$ cat src/rtl/hex_display_bank_if.sv
// hex_display_bank_if: digit values, display controls and segment outputs for the display bank.
interface hex_display_bank_if #(
  parameter int DIGITS = 4
);
  logic [4*DIGITS-1:0] value;
  logic                load;
  logic [DIGITS-1:0]   blank_mask;
  logic [DIGITS-1:0]   blink_en;
  logic                lz_blank;
  logic                lamp_test;
  logic [7*DIGITS-1:0] HEX;
  modport master (output value, load, blank_mask, blink_en, lz_blank, lamp_test, input HEX);
  modport slave  (input value, load, blank_mask, blink_en, lz_blank, lamp_test, output HEX);
endinterface

$ cat src/rtl/hex_display_bank.sv
// hex_display_bank: registered multi-digit active-low seven-segment driver
// with blanking, blinking, leading-zero suppression and lamp test.
module hex_display_bank #(
  parameter int DIGITS    = 4,
  parameter int BLINK_DIV = 25_000_000
) (
  input  logic                    clk,
  input  logic                    Reset,
  hex_display_bank_if.slave       bus
);
  localparam int CW = $clog2(BLINK_DIV);
  localparam logic [CW-1:0] LAST = CW'(BLINK_DIV - 1);
  localparam logic [6:0] GLYPH [16] = '{
    7'b1000000, 7'b1111001, 7'b0100100, 7'b0110000,
    7'b0011001, 7'b0010010, 7'b0000010, 7'b1111000,
    7'b0000000, 7'b0010000, 7'b0001000, 7'b0000011,
    7'b1000110, 7'b0100001, 7'b0000110, 7'b0001110
  };
  logic [4*DIGITS-1:0] r_val;
  logic [CW-1:0]       r_cnt;
  logic                r_blink_off;
  logic [7*DIGITS-1:0] r_hex;
  logic [7*DIGITS-1:0] w_next;
  logic [DIGITS-1:0]   w_lz;
  logic                w_acc;
  logic                w_wrap;
  assign w_wrap = r_cnt == LAST;
  // Scan from the top digit down; suppression stops at the first nonzero digit.
  always_comb begin
    w_lz  = '0;
    w_acc = bus.lz_blank;
    for (int k = DIGITS - 1; k >= 1; k--) begin
      w_acc   = w_acc & (r_val[4*k+:4] == 4'd0);
      w_lz[k] = w_acc;
    end
  end
  for (genvar g = 0; g < DIGITS; g++) begin : g_dig
    assign w_next[7*g+:7] = bus.lamp_test ? 7'b0000000 :
                            (bus.blank_mask[g] | w_lz[g] | (bus.blink_en[g] & r_blink_off)) ? 7'b1111111 :
                            GLYPH[r_val[4*g+:4]];
  end
  always_ff @(posedge clk) begin
    if (!Reset) begin
      r_val       <= '0;
      r_cnt       <= '0;
      r_blink_off <= 1'b0;
      r_hex       <= {DIGITS{7'b1000000}};
    end else begin
      if (bus.load) r_val <= bus.value;
      r_cnt       <= w_wrap ? '0 : r_cnt + CW'(1);
      r_blink_off <= r_blink_off ^ w_wrap;
      r_hex       <= w_next;
    end
  end
  assign bus.HEX = r_hex;
endmodule

$ cat src/flat_wrapper.sv
// flat-port wrapper written by rule: the top's interface ports become plain ports
module hex_display_bank_flat 
#(
  parameter int DIGITS    = 4,
  parameter int BLINK_DIV = 25_000_000
)
  (clk, Reset, bus_value, bus_load, bus_blank_mask, bus_blink_en, bus_lz_blank, bus_lamp_test, bus_HEX);
  hex_display_bank_if #(.DIGITS(DIGITS)) bus_i ();
  input  logic clk;
  input  logic Reset;
  input wire logic [$bits(bus_i.value)-1:0] bus_value;
  input wire logic [$bits(bus_i.load)-1:0] bus_load;
  input wire logic [$bits(bus_i.blank_mask)-1:0] bus_blank_mask;
  input wire logic [$bits(bus_i.blink_en)-1:0] bus_blink_en;
  input wire logic [$bits(bus_i.lz_blank)-1:0] bus_lz_blank;
  input wire logic [$bits(bus_i.lamp_test)-1:0] bus_lamp_test;
  output wire logic [$bits(bus_i.HEX)-1:0] bus_HEX;
  assign bus_i.value = bus_value;
  assign bus_i.load = bus_load;
  assign bus_i.blank_mask = bus_blank_mask;
  assign bus_i.blink_en = bus_blink_en;
  assign bus_i.lz_blank = bus_lz_blank;
  assign bus_i.lamp_test = bus_lamp_test;
  assign bus_HEX = bus_i.HEX;
  hex_display_bank #(.DIGITS(DIGITS), .BLINK_DIV(BLINK_DIV)) u_core (.clk(clk), .Reset(Reset), .bus(bus_i));
endmodule
$ cat config.mk
export PLATFORM = sky130hd
export DESIGN_NAME = hex_display_bank_flat
export DESIGN_NICKNAME = d
export VERILOG_FILES = /design/src/rtl/hex_display_bank_if.sv /design/src/rtl/hex_display_bank.sv /design/src/flat_wrapper.sv
export SDC_FILE = /design/constraint.sdc
export NUM_CORES = 1
export LEC_CHECK = 0
export BUFFER_PORTS_ARGS = -buffer_cell sky130_fd_sc_hd__buf_2
export CORE_MARGIN = 3
export CORE_UTILIZATION = 30
export DETAILED_ROUTE_END_ITERATION = 8
export HOLD_SLACK_MARGIN = 0.02
export SLEW_MARGIN = 20
export SYNTH_ARGS = -nofsm -noshare
export SYNTH_HDL_FRONTEND = slang
export SYNTH_SLANG_ARGS = --single-unit
$ cat constraint.sdc
create_clock -name clk -period 2.15 [get_ports clk]
set_clock_uncertainty 0.2 [all_clocks]
set_input_delay 0.43 -clock clk [delete_from_list [all_inputs] [get_ports clk]]
set_output_delay 0.43 -clock clk [all_outputs]
set_load 0.05 [all_outputs]
==> impl_metrics.yaml, run 1 <==
pwr:
  ir_drop_v: 0.0002936
  power_density_nw_per_um2: 787.4
  seqPwrFrac: 0.407
  switching_power_uw: 898.7
  p_comb_frac: 0.136
  clkPwrFrac: 0.457
  p_leak_nw: 1.800
  p_int_mw: 2.535
  total_power_mw: 3.433
  swShare: 0.2617
detailed_routing:
  drt-total-wl_um: 8290
  vias: 3083
  drt_iter0_drc: 122
  drtPass1Iterations: 4
  ant_nets: 0
  drc_errors: 0
  post_drt_wl_per_cell_um: 13.44
  vias_per_cell: 4.997
synthesis:
  ys_dominant_reg_cell: "dfxtp_1"
  async_reset_ff_frac: 0
  syn_inst: 398
  ys_seq_elements: 70
  avgSynthCellArea_um2: 8.608
  yosysWarnings: 0
  synth-edff-count: 0
  syn-num-nets: 448
  synth.distinct_cells: 47
  ys_seq_area_frac: 0.4091
  syn_area_um2: 3426
floorplan:
  io_pins: 57
  die_h_um: 112.9
  row_count: 38
  core_area_um2: 10980
  die_w_um: 112.9
  die-area_um2: 12740
  start_util: 0.3119
clock_tree:
  clock_path_buffers: 2
  cts_sinks: 70
  clk_pin_slew_ns: 0.06
  clk_latency_ns: 0.33
  cts_made_buffers: 9
  htreeDepth: 3
  clock-root-buffer: "clkbuf_16"
  cts_tree: "yes"
  cts_hold_buf: 0
final_layout:
  fin_util: 0.3970
  area_delta_synth_final_pct: 27.28
  drive_gt1_frac: 0.2537
  nets: 522
  antenna_cells: 0
sta:
  slew_headroom: 0.6612
  max_freq_mhz: 486.6
  maxSlewViolCount: 0
  min_period_over_period: 0.9558
  finalSetupViolCount: 0
  hold_viol: 0
  finalCriticalPeriod_ns: 2.055
  tightest_slew_ns: 0.5082
  hold_ws_ns: 0.1415
placed_design:
  gp_congestion: 0.8482
  dp_hpwl_um: 6143
  port_buffers: 56
run:
  maxCapViolCount: 0
grt:
  antenna_found_initial: 0
  grt_util_all_layers: 0.1323
  use_met3: 0.03262
  grt_pass1_vias: 2917
  grt-busiest-layer: "met2"
  grt_max_degree: 25
  gr-total-overflow: 0
  grt_pass1_wl_um: 13720
  met2_usage: 0.2212
  grtUsageMet1: 0.1623
run_status:
  status: "finished, final reports clean"
setup_path:
  rr_worst_depth: 6
  critPathKind: "flop to flop"
  cp.arrival_ns: 2.11
  crit_path_start_kind: "flop"
  critPathCaptureType: "flop"
  cp_max_fo: 6
  cp.required_ns: 2.21
hold_path:
  worst_hold_path_type: "input port to flop"
  holdPathStages: 3
## synthesized netlist by cell type (all sizes together), types with 2 or more instances
cell / instances / area share
a211oi: 2 / 0.0044
a21o: 3 / 0.0066
a21oi: 39 / 0.057
a31oi: 10 / 0.018
a32oi: 2 / 0.0051
and3: 2 / 0.0037
buf: 3 / 0.0058
clkbuf: 17 / 0.019
dfxtp: 70 / 0.41
ha: 21 / 0.077
inv: 24 / 0.026
mux2: 3 / 0.0099
mux2i: 17 / 0.050
nand2: 26 / 0.028
nand2b: 8 / 0.015
nand3: 13 / 0.019
nand4: 8 / 0.016
nor2: 37 / 0.041
nor3: 4 / 0.0058
nor4b: 2 / 0.0051
nor4bb: 2 / 0.0058
o211ai: 4 / 0.0088
o21ai: 31 / 0.045
o311a: 2 / 0.0058
o31ai: 6 / 0.013
or2: 5 / 0.0091
or3: 7 / 0.013
or4: 7 / 0.018
xnor2: 6 / 0.015
xor2: 5 / 0.013
## kinds of logic (layout without fill, tap and decap cells)
kind of cell / Yosys count / after routing / share of synthesized area
and+or+nand+nor: 126 / 126 / 0.1910
buffers and inverters: 45 / 124 / 0.05186
muxes: 21 / 21 / 0.06610
DFF: 70 / 70 / 0.4091
adders and majority gates: 21 / 21 / 0.07670
xor gates and xnor gates: 11 / 11 / 0.02812
AOI/OAI and AO/OA: 104 / 104 / 0.1771
## repair_timing
item                                    CTS  global route
endpoints found under the setup margin    0            13
resized for setup                         0            12
buffers inserted                          0             3
## metrics by stage
| step | setup TNS, ns | area, um2 | std cells | setup WS [ns] |
|---|---|---|---|---|
| 2_1_floorplan | 0 | 3427 | 398 | 0.06375 |
| 3_3_place_gp | 0 | 3978 | 598 | 0.1010 |
| 3_5_place_dp | 0 | 3978 | 598 | 0.04491 |
| 4_1_cts | 0 | 4293 | 614 | 0.01425 |
| 5_1_grt | -0.01112 | 4360 | 617 | -0.008513 |
| 6_report | 0 | 4360 | 617 | 0.09497 |
## sequential cells by signal, summed over array words and instances, names as in the netlist
name and flops:
u_core.r_val 16, u_core.bus.HEX 28, u_core.r_blink_off 1, u_core.r_cnt 25
## worst paths after layout
check	from	slack, ns	end
setup reg to reg	u_core.r_cnt[0]$_SDFF_PP0_	0.09	u_core.r_cnt[18]$_SDFF_PP0_
setup / recovery	u_core.r_cnt[0]$_SDFF_PP0_	0.09	u_core.r_cnt[18]$_SDFF_PP0_
hold / removal	bus_value[2]	0.14	u_core.r_val[2]$_SDFFE_PN0P_
hold reg to reg	u_core.r_cnt[0]$_SDFF_PP0_	0.26	u_core.r_cnt[0]$_SDFF_PP0_
## cell type report
| cell class | count | area [um2] |
|---|---|---|
| Clock inverter | 6 | 86.33 |
| Timing Repair Buffer | 83 | 480.5 |
| Clock buffer | 10 | 229.0 |
| Fill cell | 1114 | 6623 |
| Multi-Input combinational cell | 283 | 1887 |
| Sequential cell | 70 | 1409 |
| Tap cell | 140 | 175.2 |
| Inverter | 25 | 93.84 |
## power groups by stage
stage / logic, mW / clock network (mW) / registers (mW)
4_1_cts: 0.471 / 1.61 / 1.39
2_1_floorplan: 0.212 / 0 / 1.53
6_report: 0.469 / 1.57 / 1.40
5_1_grt: 0.518 / 1.66 / 1.41
3_3_place_gp: 0.461 / 0 / 1.42
3_5_place_dp: 0.468 / 0 / 1.42
## layout by cell type, fill, tap and decap left out, types with 10 or more instances in the layout
master   netlist  routed
mux2i_1       17      17
inv_1         24      24
o21ai_0       30      30
nor2_1        37      37
ha_1          21      20
buf_4          0      26
nand3_1       13      13
a21oi_1       39      38
nand2_1       26      26
buf_2          1      56
dfxtp_1       70      66
a31oi_1       10      10
## routing by layer
layer / vias up / routed length, um
met5: - / 0
met4: 0 / 176
met3: 12 / 388
met2: 61 / 4005
met1: 1455 / 3719
li1: 1555 / -
## critical path: stages, from the launching register on
cell and delay [ns]:
dfxtp_4 0.37, ha_4 0.14, nand4_1 0.08, or4_4 0.59, buf_4 0.16, or3_1 0.31, a21oi_1 0.14
No activity file was read; power rests on OpenSTA's default activity.
==> run 2: changes to the inputs <==
--- a/config.mk
+++ b/config.mk
@@ -5,8 +5,8 @@
 export SDC_FILE = /design/constraint.sdc
 export NUM_CORES = 1
 export LEC_CHECK = 0
-export BUFFER_PORTS_ARGS = -buffer_cell sky130_fd_sc_hd__buf_2
-export CORE_MARGIN = 3
+export BUFFER_PORTS_ARGS = -buffer_cell sky130_fd_sc_hd__buf_4
+export CORE_MARGIN = 2
 export CORE_UTILIZATION = 30
 export DETAILED_ROUTE_END_ITERATION = 8
 export HOLD_SLACK_MARGIN = 0.02
==> run 2 against run 1 <==
Design area increased by 3.1%. First-iteration DRC count up 11%. Worst hold slack got worse by 0.0085 ns. Combinational power rose by 7.9%. Clock power up 3%. Routed wire length fell by 1.2%. Via count fell by 0.26%. Critical endpoint unchanged. Maximum frequency decreased by 1.8%. Core utilization rose by 0.17 points. Sequential power hardly changed. Flip-flop and latch count stayed put.
==> impl_metrics.yaml, run 2 (same netlist as run 1, synthesis figures left out) <==
grt:
  grt_pass1_wl_um: 13680
  gr-total-overflow: 0
  antenna_found_initial: 0
  grt_max_degree: 26
  grt_util_all_layers: 0.1365
  grt_pass1_vias: 2934
detailed_routing:
  drtPass1Iterations: 4
  post_drt_wl_per_cell_um: 13.25
  vias_per_cell: 4.976
  ant_nets: 0
  drt_iter0_drc: 135
  drc_errors: 0
  drt-total-wl_um: 8191
  vias: 3075
final_layout:
  final_cells: 618
  seq_area_um2: 1409
  n_fill_cell: 1128
  antenna_cells: 0
  final_common_cell: "buf_4"
  multi_input_area_um2: 1881
  fin_util: 0.3987
  drive_gt1_frac: 0.2526
  nets: 520
  mostFrequentLayoutCells: "buf_4 (81), dfxtp_1 (66), nor2_1 (37), a21oi_1 (36), o21ai_0 (30)"
  area_delta_synth_final_pct: 31.19
  largest_reg_flops: 28
floorplan:
  die_h_um: 110.9
  start_util: 0.3039
  die_w_um: 110.9
  die-area_um2: 12290
  io_pins: 57
  row_count: 39
  core_area_um2: 11270
clock_tree:
  htreeDepth: 3
  cts_hold_buf: 0
  clock_path_buffers: 2
  clk_pin_slew_ns: 0.06
  cts_tree: "yes"
  cts_sinks: 70
  clock-root-buffer: "clkbuf_16"
  cts_made_buffers: 9
  clk_latency_ns: 0.34
sta:
  hold_viol: 0
  finalCriticalPeriod_ns: 2.092
  maxSlewViolCount: 0
  max_freq_mhz: 478.0
  min_period_over_period: 0.9731
  worst_slack_ns: 0.05787
  tightest_slew_ns: 0.5154
  finalSetupViolCount: 0
  slew_headroom: 0.6543
  rsz0062_at_grt: "yes"
placed_design:
  place_inst: 600
  port_buffers: 56
  dp_hpwl_um: 5972
  dp_slack_ns: 0.01146
  gp_congestion: 0.8218
run:
  maxCapViolCount: 0
setup_path:
  cp.arrival_ns: 2.17
  cpLargestDelayFamily: "simple AND/OR/NAND/NOR gates"
  crit_slowest_cell: "or4_4"
  critPathCaptureType: "flop"
  cp_max_fo: 8
  critPathKind: "flop to flop"
  cp.required_ns: 2.22
  crit_path_start_kind: "flop"
  max_stage_delay_ns: 0.60
  cp_cell_sequence: "ha_4 > nand4_1 > or4_4 > buf_4 > or3_1 > a21oi_2"
  crit_buf_inv: 1
run_status:
  status: "finished, final reports clean"
pwr:
  ir_drop_v: 0.0004298
  p_leak_nw: 1.823
  power_density_nw_per_um2: 781.7
hold_path:
  worst_hold_path_type: "input port to flop"
-- run 2: final cells by class --
type	instances	share of cell area
well taps	143	0.03981
clock buffers	11	0.05401
clock inverters	5	0.01810
inverters	25	0.02088
flip-flops and latches	70	0.3135
repair buffers	81	0.1353
multi-input cells	283	0.4184
-- run 2: worst paths after layout --
kind	cells past startpoint	slack, ns	end	start
setup / recovery	6	0.06	u_core.r_cnt[18]$_SDFF_PP0_	u_core.r_cnt[1]$_SDFF_PP0_
hold / removal	2	0.13	u_core.bus.HEX[6]$_SDFF_PN1_	bus_lamp_test
setup reg to reg	6	0.06	u_core.r_cnt[18]$_SDFF_PP0_	u_core.r_cnt[1]$_SDFF_PP0_
hold reg to reg	1	0.26	u_core.r_cnt[0]$_SDFF_PP0_	u_core.r_cnt[0]$_SDFF_PP0_
-- run 2: repair_timing --
action,in CTS,in global routing
pin swaps,0,3
setup buffers,0,2
endpoints found under the setup margin,1,6
gates resized for setup,1,11
-- run 2: worst register-to-register path: stages, from the launching register on --
cell	delay, ns
dfxtp_2	0.37
ha_4	0.14
nand4_1	0.07
or4_4	0.60
buf_4	0.17
or3_1	0.33
a21oi_2	0.14
-- run 2: through the flow --
stage               hold slack [ns]  area, um2  setup TNS, ns  total power [mW]
floorplan                    0.2420       3427              0             1.744
global placement             0.2563       4114              0             1.917
detailed placement           0.2737       4114              0             1.925
CTS                          0.1250       4444              0             3.543
global route                 0.1328       4494       -0.06450             3.656
finish                       0.1330       4494              0             3.513
-- run 2: report_power, final --
group          internal [mW]  switching [mW]
clock                   1.05           0.562
combinational          0.200           0.306
sequential              1.35          0.0410
total                   2.60           0.910
-- run 2: layer usage --
metal	part of all wire	routed length, um	GRT usage
met5	0	0	0
met4	0.023	185	0.05750
met2	0.48	3942	0.2294
met3	0.039	320	0.03499
met1	0.46	3743	0.1658
==> run 3: changes to the inputs <==
==> constraint.sdc (replaced) <==
create_clock -name clk -period 1.8 [get_ports clk]
set_clock_uncertainty 0.2 [all_clocks]
set_input_delay 0.36 -clock clk [delete_from_list [all_inputs] [get_ports clk]]
set_output_delay 0.36 -clock clk [all_outputs]
set_load 0.05 [all_outputs]
==> run 3 against run 2 <==
The flow now finishes with violations (negative setup slack). Core utilization rose by 3.6 points. Setup slack got worse by 0.19 ns. Cell count rose by 6.5%. First-iteration DRC count fell by 51%. Non-clock buffer count rose by 40. Largest power group unchanged. Critical endpoint is now u_core.r_blink_off$_SDFF_PN0_. Maximum frequency rose by 8.5%. Flip-flop and latch count did not move.
==> impl_metrics.yaml, run 3 (same netlist as run 1, synthesis figures left out) <==
run_status:
  status: "finished with violations"
  failed_checks: "negative setup slack"
setup_path:
  cp_max_fo: 5
  critPathCaptureType: "flop"
  critPathKind: "flop to flop"
  cp.required_ns: 1.87
  crit_path_start_kind: "flop"
  regToRegSetupSlack_ns: -0.13
  cp.arrival_ns: 2.00
pwr:
  clkPwrFrac: 0.449
  p_leak_nw: 2.049
  ir_drop_v: 0.0006163
  power_density_nw_per_um2: 863.0
  seqPwrFrac: 0.391
  switching_power_mw: 1.076
  p_int_mw: 3.154
  swShare: 0.2544
  p_comb_frac: 0.160
detailed_routing:
  drc_errors: 0
  drt-total-wl_um: 8472
  post_drt_wl_per_cell_um: 12.88
  drt_iter0_drc: 66
  vias_per_cell: 4.816
  vias: 3169
  ant_nets: 0
  drtPass1Iterations: 4
floorplan:
  die_w_um: 110.9
  start_util: 0.3039
  io_pins: 57
  die_h_um: 110.9
  core_area_um2: 11270
  die-area_um2: 12290
  row_count: 39
clock_tree:
  clock_path_buffers: 2
  htreeDepth: 3
  cts_hold_buf: 0
  cts_sinks: 70
  cts_tree: "yes"
  clk_pin_slew_ns: 0.06
  clock-root-buffer: "clkbuf_16"
  clk_latency_ns: 0.34
  cts_made_buffers: 9
sta:
  maxSlewViolCount: 0
  rsz0062_at_grt: "yes"
  min_period_over_period: 1.071
  worst_slack_ns: -0.1278
  hold_ws_ns: 0.06120
  finalCriticalPeriod_ns: 1.928
  max_freq_mhz: 518.7
  setup_tns_ns: -1.579
  hold_viol: 0
  finalSetupViolCount: 26
  slew_headroom: 0.7362
  tightest_slew_ns: 0.3957
grt:
  grt-busiest-layer: "met2"
  grt_max_degree: 18
  grt_util_all_layers: 0.1409
  grt_pass1_vias: 3111
  use_met3: 0.04757
  grtUsageMet1: 0.1628
  antenna_found_initial: 0
  grt_pass1_wl_um: 14170
  gr-total-overflow: 0
  met2_usage: 0.2438
placed_design:
  port_buffers: 56
  place_inst: 635
  placed_area_um2: 4423
  gp_congestion: 0.8498
  dp_hpwl_um: 6284
final_layout:
  area_delta_synth_final_pct: 43.06
  final_cells: 658
  design_area_um2: 4901
  antenna_cells: 0
  fin_util: 0.4348
  mostFrequentLayoutCells: "buf_4 (114), dfxtp_1 (59), a21oi_1 (38), nor2_1 (37), o21ai_0 (29)"
  n_fill_cell: 1083
  drive_gt1_frac: 0.3417
  final_common_cell: "buf_4"
  largest_reg_flops: 28
  nets: 560
hold_path:
  worst_hold_path_type: "input port to flop"
run:
  maxCapViolCount: 0
run 3: critical path, stage by stage (launching register included):
cell and delay, ns:
dfxtp_2 0.35, buf_4 0.14, and4_4 0.24, buf_6 0.10
nand4_1 0.20, buf_4 0.21, or3_1 0.30, a21oi_1 0.14
run 3: power groups by stage:
| stage | sequential [mW] | clock, mW | combinational (mW) |
|---|---|---|---|
| 5_1_grt | 1.66 | 2.02 | 0.737 |
| 4_1_cts | 1.65 | 1.94 | 0.677 |
| 6_report | 1.65 | 1.90 | 0.677 |
| 3_3_place_gp | 1.69 | 0 | 0.655 |
| 3_5_place_dp | 1.69 | 0 | 0.665 |
| 2_1_floorplan | 1.83 | 0 | 0.263 |
run 3: area by class of cell:
cell class,count,area [um2],share of cell area
sequential,70,1418,0.2893
inverter,25,93.84,0.01915
tap,143,178.9,0.03651
timing repair buffer,121,928.4,0.1894
multi-input combinational,283,1957,0.3993
clock buffer,11,242.7,0.04953
clock inverter,5,82.58,0.01685
run 3: stage by stage:
stage                     setup slack [ns]  total power [mW]
after CTS                          -0.1004             4.273
after global placement             -0.1337             2.341
after global routing               -0.1706             4.414
after floorplan                    -0.1939             2.097
after detailed placement           -0.2298             2.352
final                              -0.1278             4.229
run 3: repair_timing:
| item | 4_1_cts | 5_1_grt |
|---|---|---|
| resized for setup | 15 | 14 |
| setup buffers | 4 | 1 |
| cloned | 2 | 1 |
| endpoints found under the setup margin | 15 | 29 |
| pin swaps | 14 | 5 |
run 3: path summary, 6_finish.rpt:
kind,start,end,cells past startpoint
worst max-delay path,u_core.r_cnt[2]$_SDFF_PP0_,u_core.r_blink_off$_SDFF_PN0_,7
worst min-delay path,bus_value[0],u_core.r_val[0]$_SDFFE_PN0P_,3
worst max register to register,u_core.r_cnt[2]$_SDFF_PP0_,u_core.r_blink_off$_SDFF_PN0_,7
worst min register to register,u_core.r_cnt[0]$_SDFF_PP0_,u_core.r_cnt[0]$_SDFF_PP0_,1
run 3: routing by layer:
layer	part of all wire	vias up
li1	-	1633
met1	0.45	1473
met2	0.49	53
met3	0.042	10
met4	0.018	0
met5	0	-
